--- config.mk ---
export PLATFORM = sky130hd
export DESIGN_NAME = parking_system
export DESIGN_NICKNAME = d
export VERILOG_FILES = /design/src/rtl/parking_system.sv
export SDC_FILE = /design/constraint.sdc
export NUM_CORES = 1
export LEC_CHECK = 0
export CORE_MARGIN = 2
export CORE_UTILIZATION = 39
export DETAILED_ROUTE_END_ITERATION = 8
export GPL_TIMING_DRIVEN = 0
export PLACE_DENSITY = 0.95
export SYNTH_ARGS = -nofsm -noshare
export SYNTH_HDL_FRONTEND = slang
export SYNTH_SLANG_ARGS = --single-unit
--- constraint.sdc ---
create_clock -name clk -period 2.9 [get_ports clk]
set_input_delay 0.725 -clock clk [delete_from_list [all_inputs] [get_ports clk]]
set_output_delay 0.725 -clock clk [all_outputs]
set_load 0.1 [all_outputs]
--- src/rtl/parking_system.sv ---
// Single-lane car park gate controller: entrance sensor, 7-field access code, LED and 7-segment status.
// Optional macro PARK_COUNT_EN adds a saturating admission counter that locks the entrance when full.
module parking_system #(
    parameter logic [3:0]  PASS1       = 4'd2,
    parameter logic [3:0]  PASS2       = 4'd6,
    parameter logic [7:0]  PASS3       = 8'd84,
    parameter logic [7:0]  PASS4       = 8'd65,
    parameter logic [3:0]  PASS5       = 4'd6,
    parameter logic [3:0]  PASS6       = 4'd6,
    parameter logic [3:0]  PASS7       = 4'd1,
    parameter int unsigned WAIT_CYCLES = 3,
    parameter int unsigned CAPACITY    = 8
) (
    input  logic       clk,
    input  logic       reset_n,
    input  logic       sensor_entrance,
    input  logic       sensor_exit,
    input  logic [3:0] password_1,
    input  logic [3:0] password_2,
    input  logic [7:0] password_3,
    input  logic [7:0] password_4,
    input  logic [3:0] password_5,
    input  logic [3:0] password_6,
    input  logic [3:0] password_7,
    output logic       GREEN_LED,
    output logic       RED_LED,
    output logic [6:0] HEX_1,
    output logic [6:0] HEX_2
);

    typedef enum logic [2:0] {
        IDLE,
        WAIT_PASSWORD,
        WRONG_PASS,
        RIGHT_PASS,
        STOP
    } state_t;

    localparam logic [7:0] WAIT_LIMIT = 8'(WAIT_CYCLES);

    // Segment patterns, active-low, {g,f,e,d,c,b,a}
    localparam logic [6:0] SEG_BLANK = 7'b1111111;
    localparam logic [6:0] SEG_E     = 7'b0000110;
    localparam logic [6:0] SEG_N     = 7'b0101011;
    localparam logic [6:0] SEG_G     = 7'b0000010;
    localparam logic [6:0] SEG_O     = 7'b1000000;
    localparam logic [6:0] SEG_S     = 7'b0010010;
    localparam logic [6:0] SEG_P     = 7'b0001100;
    localparam logic [6:0] SEG_F     = 7'b0001110;
    localparam logic [6:0] SEG_L     = 7'b1000111;

    state_t     state_reg, state_next;
    logic [7:0] wait_cnt_reg, wait_cnt_next;
    logic       green_next, red_next;
    logic       match;
    logic       full;

    assign match = (password_1 == PASS1) && (password_2 == PASS2) &&
                   (password_3 == PASS3) && (password_4 == PASS4) &&
                   (password_5 == PASS5) && (password_6 == PASS6) &&
                   (password_7 == PASS7);

`ifdef PARK_COUNT_EN
    localparam logic [7:0] CAP = 8'(CAPACITY);
    logic [7:0] park_count_reg;

    assign full = (park_count_reg == CAP);

    // Only a clean exit counts as an admission; a tailgate into STOP does not.
    always_ff @(posedge clk or negedge reset_n) begin
        if (!reset_n) begin
            park_count_reg <= 8'd0;
        end else if (state_reg == RIGHT_PASS && state_next == IDLE && !full) begin
            park_count_reg <= park_count_reg + 8'd1;
        end
    end
`else
    assign full = 1'b0;
`endif

    always_ff @(posedge clk or negedge reset_n) begin
        if (!reset_n) begin
            state_reg    <= IDLE;
            wait_cnt_reg <= 8'd0;
            GREEN_LED    <= 1'b0;
            RED_LED      <= 1'b0;
        end else begin
            state_reg    <= state_next;
            wait_cnt_reg <= wait_cnt_next;
            GREEN_LED    <= green_next;
            RED_LED      <= red_next;
        end
    end

    always_comb begin
        state_next    = state_reg;
        wait_cnt_next = wait_cnt_reg;
        case (state_reg)
            IDLE: begin
                if (sensor_entrance && !full) begin
                    state_next    = WAIT_PASSWORD;
                    wait_cnt_next = 8'd0;
                end
            end
            WAIT_PASSWORD: begin
                if (wait_cnt_reg < WAIT_LIMIT) begin
                    wait_cnt_next = wait_cnt_reg + 8'd1;
                end else if (match) begin
                    state_next = RIGHT_PASS;
                end else begin
                    state_next = WRONG_PASS;
                end
            end
            WRONG_PASS: begin
                if (match) state_next = RIGHT_PASS;
            end
            RIGHT_PASS: begin
                if (sensor_entrance && sensor_exit) state_next = STOP;
                else if (sensor_exit)               state_next = IDLE;
            end
            STOP: begin
                if (match) state_next = RIGHT_PASS;
            end
            default: state_next = IDLE;
        endcase
    end

    // LEDs follow the state being entered so they line up with the HEX text.
    always_comb begin
        green_next = 1'b0;
        red_next   = 1'b0;
        case (state_next)
            WAIT_PASSWORD: red_next   = 1'b1;
            WRONG_PASS:    red_next   = ~RED_LED;
            RIGHT_PASS:    green_next = ~GREEN_LED;
            STOP:          red_next   = ~RED_LED;
            default: begin
                green_next = 1'b0;
                red_next   = 1'b0;
            end
        endcase
    end

    always_comb begin
        HEX_1 = SEG_BLANK;
        HEX_2 = SEG_BLANK;
        case (state_reg)
            IDLE: begin
                if (full) begin
                    HEX_1 = SEG_F;
                    HEX_2 = SEG_L;
                end
            end
            WAIT_PASSWORD: begin
                HEX_1 = SEG_E;
                HEX_2 = SEG_N;
            end
            WRONG_PASS: begin
                HEX_1 = SEG_E;
                HEX_2 = SEG_E;
            end
            RIGHT_PASS: begin
                HEX_1 = SEG_G;
                HEX_2 = SEG_O;
            end
            STOP: begin
                HEX_1 = SEG_S;
                HEX_2 = SEG_P;
            end
            default: begin
                HEX_1 = SEG_BLANK;
                HEX_2 = SEG_BLANK;
            end
        endcase
    end

endmodule

==> results of run 1 <==
==> layout make-up <==
type | count | area, um^2
plain buffers | 10 | 82.6
clock buffers | 4 | 26.3
fillers | 156 | 666
inverters | 3 | 11.3
multi-input cells | 61 | 502
flip-flops and latches | 13 | 325
well taps | 28 | 35.0
repair buffers | 54 | 543
==> cells by family after synthesis <==
kind of cell	after synthesis	synth area share (%)
other cells	1	0.419
fa+ha+maj	1	1.40
xor+xnor	3	2.93
flops	13	36.3
compound gates	10	9.78
buf+inv	13	10.5
simple gates	46	38.7
==> synthesized netlist by cell type (all sizes together) <==
| cell | n | area [um^2] |
|---|---|---|
| buf | 10 | 82.6 |
| nand2b | 1 | 6.26 |
| nor4b | 5 | 77.6 |
| and3 | 1 | 6.26 |
| ha | 1 | 12.5 |
| nor4 | 2 | 27.5 |
| xor2 | 1 | 8.76 |
| conb | 1 | 3.75 |
| a211o | 1 | 8.76 |
| nor2 | 5 | 18.8 |
| a21oi | 1 | 5.00 |
| inv | 3 | 11.3 |
| nand3 | 2 | 10.0 |
| nand4 | 2 | 12.5 |
| o32ai | 1 | 8.76 |
| o22a | 1 | 8.76 |
| a21o | 1 | 8.76 |
| o21ai | 3 | 18.8 |
| nand3b | 1 | 7.51 |
| a31oi | 1 | 21.3 |
| a22oi | 1 | 7.51 |
| nor3 | 2 | 15.0 |
| nand2 | 8 | 30.0 |
| nor3b | 2 | 26.3 |
| nor2b | 7 | 43.8 |
| dfrtp | 13 | 325 |
| xnor2 | 2 | 17.5 |
| and2 | 2 | 12.5 |
| nor4bb | 4 | 40.0 |
| or2 | 2 | 12.5 |
==> worst paths after layout <==
kind	startpoint	endpoint	slack [ns]	depth (start not counted)
max in group asynchronous	reset_n	state_reg[1]	1.72	1
max	state_reg[2]	HEX_2[1]	0.11	6
min in group asynchronous	reset_n	wait_cnt_reg[7]	0.81	1
max reg2reg	wait_cnt_reg[0]	GREEN_LED	1.01	6
min reg2reg	wait_cnt_reg[4]	wait_cnt_reg[4]	0.51	1
min	wait_cnt_reg[4]	wait_cnt_reg[4]	0.51	1
==> per-stage QoR <==
stage | instance area [um^2] | cells
2_1_floorplan | 918 | 87
3_3_place_gp | 1490 | 169
3_5_place_dp | 1490 | 169
4_1_cts | 1520 | 173
5_1_grt | 1530 | 173
6_report | 1530 | 173
==> worst max-delay path: cells and delay by family (launching register included) <==
| family | cells | cell delay [ns] |
|---|---|---|
| buffers and inverters | 3 | 0.75 |
| and+or+nand+nor | 3 | 0.61 |
| DFF | 1 | 0.42 |
==> routing by layer <==
layer  share of wire (%)  wire [um]  track usage (%)
met1                  35        891             22.0
met2                  58       1470             41.8
met3                 4.7        118             3.16
met4                 2.3         58             7.46
met5                   0          0                0
==> reports/results.tsv, run 1 <==
stage	metric	value	unit
route	num_vias	866	
setup_path	arrival	2.07	ns
global_routing	antenna_found_initial	0	
sta	drv_slew	0	
route	drc	0	
sta	setup_viol	0	
layout	largest_register_ffs	8	
synthesis	synth.yosys.seq_area_share	36.3	%
clock_network	cts_setup_buffers	0	
route	antenna_left	0	
sta	maxSlewHeadroom	34.7	%
setup_path	startpoint_type	flop	
sta	holdWs	0.510	ns
layout	final_common_cell	clkdlybuf4s50_1	
die	fp.dieArea	2700	um^2
setup_path	slowest_stage	clkdlybuf4s15_2	
setup_path	path_max_fanout	10	
die	start_util	40.9	%
route	wire_per_inst	14.6	um
die	io_pins	56	
setup_path	crit_type	flop to primary output	
global_routing	grt-ovfl-total	0	
clock_network	cts_tree	done	
sta	fin_worst_skew	0.00566	ns
layout	final_util	69.6	%
die	die_h	51.9	um
layout	nets	187	
sta	setup-tns-final	0	ns
route	wirelength	2530	um
clock_network	h-tree-depth	1	
layout	syn_to_final_growth	70.3	%
placed_design	hpwl	2190	um
global_routing	first_global_vias	931	
global_routing	grt_first_pass_wirelength	4200	um
synthesis	synth_cell_types	38	
clock_network	cts_resized	30	
die	core	2190	um^2
clock_network	clk_pin_slew	0.08	ns
placed_design	place_ws	-0.223	ns
placed_design	gp_congestion	0.848	
synthesis	synth_nets	128	
synthesis	syn_area_per_cell	10.3	um^2
setup_path	required	2.17	ns
setup_path	endpoint_kind	primary output	
synthesis	ys_warn_count	0	
sta	period_share	96.3	%
global_routing	grt_max_degree	14	
route	avgViaCountPerCell	5.01	
clock_network	clock-sinks	13	
clock_network	clkLatencyLatePin	0.28	ns
sta	hold_viol_final	0	
setup_path	crit_path_cell_trace	buf_6, nor2b_1, nand2_1, and2_1, buf_4, clkdlybuf4s15_2	
layout	drive_gt1_share	24.8	%
sta	rsz0062_at_grt	no	
layout	n_antenna_cell	0	
route	first_pass_iters	4	
die	die_x	51.9	um
synthesis	synthCells	87	
clock_network	cts-hold-fix-buffers	0	
placed_design	io_buffers	54	
synthesis	yosys_register_bits	13	
layout	layout_common_cells	clkdlybuf4s50_1 (41), dfrtp_1 (13), buf_4 (9), nand2_1 (8), clkdlybuf4s15_2 (8)	
sta	max_freq	358	MHz
flow_run	drv_cap	0	
synthesis	syn_area	896	um^2
sta	timing.final.crit_period	2.79	ns
sta	fin_ws	0.108	ns
hold_path	hp-class	flop to flop	
clock_network	cts-root-buf	clkbuf_4	
global_routing	grt_usage	21.1	%
die	row_count	17	
clock_network	clk_path_buf_depth	2	
setup_path	critical_path.max_stage_delay	0.45	ns
route	dr.first_iter.drc_count	11	
clock_network	cts_made_buffers	3	
status	run_status	finished, final reports clean	
sta	tightest_slew	0.977	ns
Power of run 1 is left out: the tool's default activity adds up to more than one toggle a clock period on the data nets, which glitch-free logic cannot reach.
==> run 2: changes to the inputs <==
Settings changed: CORE_ASPECT_RATIO set to 0.6.
==> run 2 against run 1 <==
  * Maximum frequency shrank 1.0%
  * Worst setup slack lost 0.028 ns
  * Critical path depth shrank 2
  * Count of clock-buffer cells in the layout shrank 1
  * Critical path type unchanged
  * Largest cell class unchanged
  * Highest routed layer unchanged
==> reports/results.tsv, run 2 (synthesized netlist as in run 1, its figures left out) <==
stage	metric	value	unit
sta	period_share	97.2	%
placed_design	place_ws	-0.224	ns
hold_path	worstHoldEndpoint	wait_cnt_reg[5]	
layout	fill_cells	165	
layout	nets	187	
route	drc	0	
global_routing	grt_usage	16.1	%
route	met1Wirelength	739	um
clock_network	h-tree-depth	1	
setup_path	rr_worst_depth	6	
sta	maxSlewHeadroom	34.6	%
global_routing	grt_max_degree	14	
status	run_status	finished, final reports clean	
route	wire_per_inst	11.4	um
route	met2_length	1020	um
sta	rsz0062_at_grt	no	
sta	fin_ws	0.0802	ns
clock_network	cts_setup_buffers	0	
die	row_count	13	
setup_path	path_max_fanout	10	
global_routing	first_global_vias	789	
placed_design	io_buffers	54	
route	antenna_left	0	
setup_path	crit_type	flop to primary output	
clock_network	cts-root-buf	clkbuf_8	
sta	setup_viol	0	
setup_path	r2r_slack	1.12	ns
setup_path	required	2.17	ns
setup_path	startpoint_type	flop	
die	fp.dieArea	2710	um^2
die	die_h	41.1	um
route	num_vias	846	
sta	tightest_slew	0.979	ns
clock_network	cts_made_buffers	3	
sta	timing.final.crit_period	2.82	ns
layout	drive_gt1_share	24.8	%
clock_network	cts_tree	done	
layout	n_antenna_cell	0	
route	wirelength	2000	um
layout	final_common_cell	clkdlybuf4s50_1	
clock_network	clkLatencyLatePin	0.24	ns
setup_path	endpoint_kind	primary output	
layout	syn_to_final_growth	73.0	%
layout	largest_register_ffs	8	
hold_path	worstHoldStart	wait_cnt_reg[5]	
route	dr.first_iter.drc_count	16	
clock_network	clock-sinks	13	
die	die_x	65.9	um
setup_path	rr_startpoint	wait_cnt_reg[0]	
setup_path	r2r-end	GREEN_LED	
flow_run	drv_cap	0	
layout	layout_common_cells	clkdlybuf4s50_1 (42), dfrtp_1 (13), buf_4 (9), nand2_1 (8)	
die	io_pins	56	
placed_design	hpwl	1770	um
route	wl_met3	211	um
sta	max_freq	355	MHz
global_routing	antenna_found_initial	0	
global_routing	grt_first_pass_wirelength	3130	um
route	routed.top_layer	met4	
route	first_pass_iters	4	
die	core	2160	um^2
clock_network	cts-hold-fix-buffers	0	
sta	drv_slew	0	
hold_path	hp-class	flop to flop	
hold_path	whs_path_depth	1	
global_routing	grt-ovfl-total	0	
sta	fin_worst_skew	0.00142	ns
placed_design	gp_congestion	0.759	
clock_network	clk_path_buf_depth	2	
setup_path	arrival	2.09	ns
die	start_util	41.4	%
route	avgViaCountPerCell	4.83	
clock_network	clk_pin_slew	0.05	ns
sta	hold_viol_final	0	
-- run 2: area by class of cell --
type / instances / area, um^2 / area share, %
repair buffers: 54 / 546 / 35.2
multi-input cells: 61 / 502 / 32.4
flip-flops and latches: 13 / 325 / 21.0
plain buffers: 10 / 82.6 / 5.33
clock buffers: 3 / 41.3 / 2.66
well taps: 30 / 37.5 / 2.42
inverters: 3 / 11.3 / 0.726
clock inverters: 1 / 5.00 / 0.323
-- run 2: per-stage QoR --
stage | util, % | cells | TNS, ns | hold slack [ns] | instance area, um^2
final | 71.7 | 175 | 0 | 0.506 | 1550
after global placement | 69.2 | 171 | -1.17 | 0.480 | 1500
after CTS | 71.4 | 175 | 0 | 0.509 | 1550
after floorplan | - | 87 | 0 | 0.429 | 918
after detailed placement | 69.2 | 171 | -1.42 | 0.490 | 1500
after global routing | 71.7 | 175 | 0 | 0.529 | 1550
-- run 2: how the worst max path moves through the flow --
stage | cells after the start | from | slack [ns] | endpoint
3_5_place_dp | 5 | state_reg[0] | -0.22 | HEX_1[5]
3_3_place_gp | 5 | state_reg[0] | -0.19 | HEX_1[3]
4_1_cts | 3 | state_reg[2] | 0.04 | HEX_2[2]
2_1_floorplan | 5 | state_reg[1] | 0.20 | HEX_2[1]
5_1_grt | 4 | state_reg[2] | 0.009 | HEX_2[3]
6_report | 4 | state_reg[2] | 0.08 | HEX_2[3]
-- run 2: routing by layer --
| layer | vias to the layer above | track usage, % |
|---|---|---|
| li1 | 420 | - |
| met1 | 378 | 15.9 |
| met2 | 43 | 32.6 |
| met3 | 5 | 5.77 |
| met4 | 0 | 6.25 |
| met5 | - | 0 |
-- run 2: repair_timing --
| action | in CTS | in global routing |
|---|---|---|
| cloned | 0 | 0 |
| setup endpoints to repair | 11 | 7 |
| gates resized for setup | 26 | 2 |
-- run 2: critical path: stages (launching register included) --
cell,delay [ns]
dfrtp_1,0.40
buf_6,0.18
nor2b_1,0.09
inv_1,0.06
clkdlybuf4s50_1,1.12
Power of run 2 is left out for the same reason.
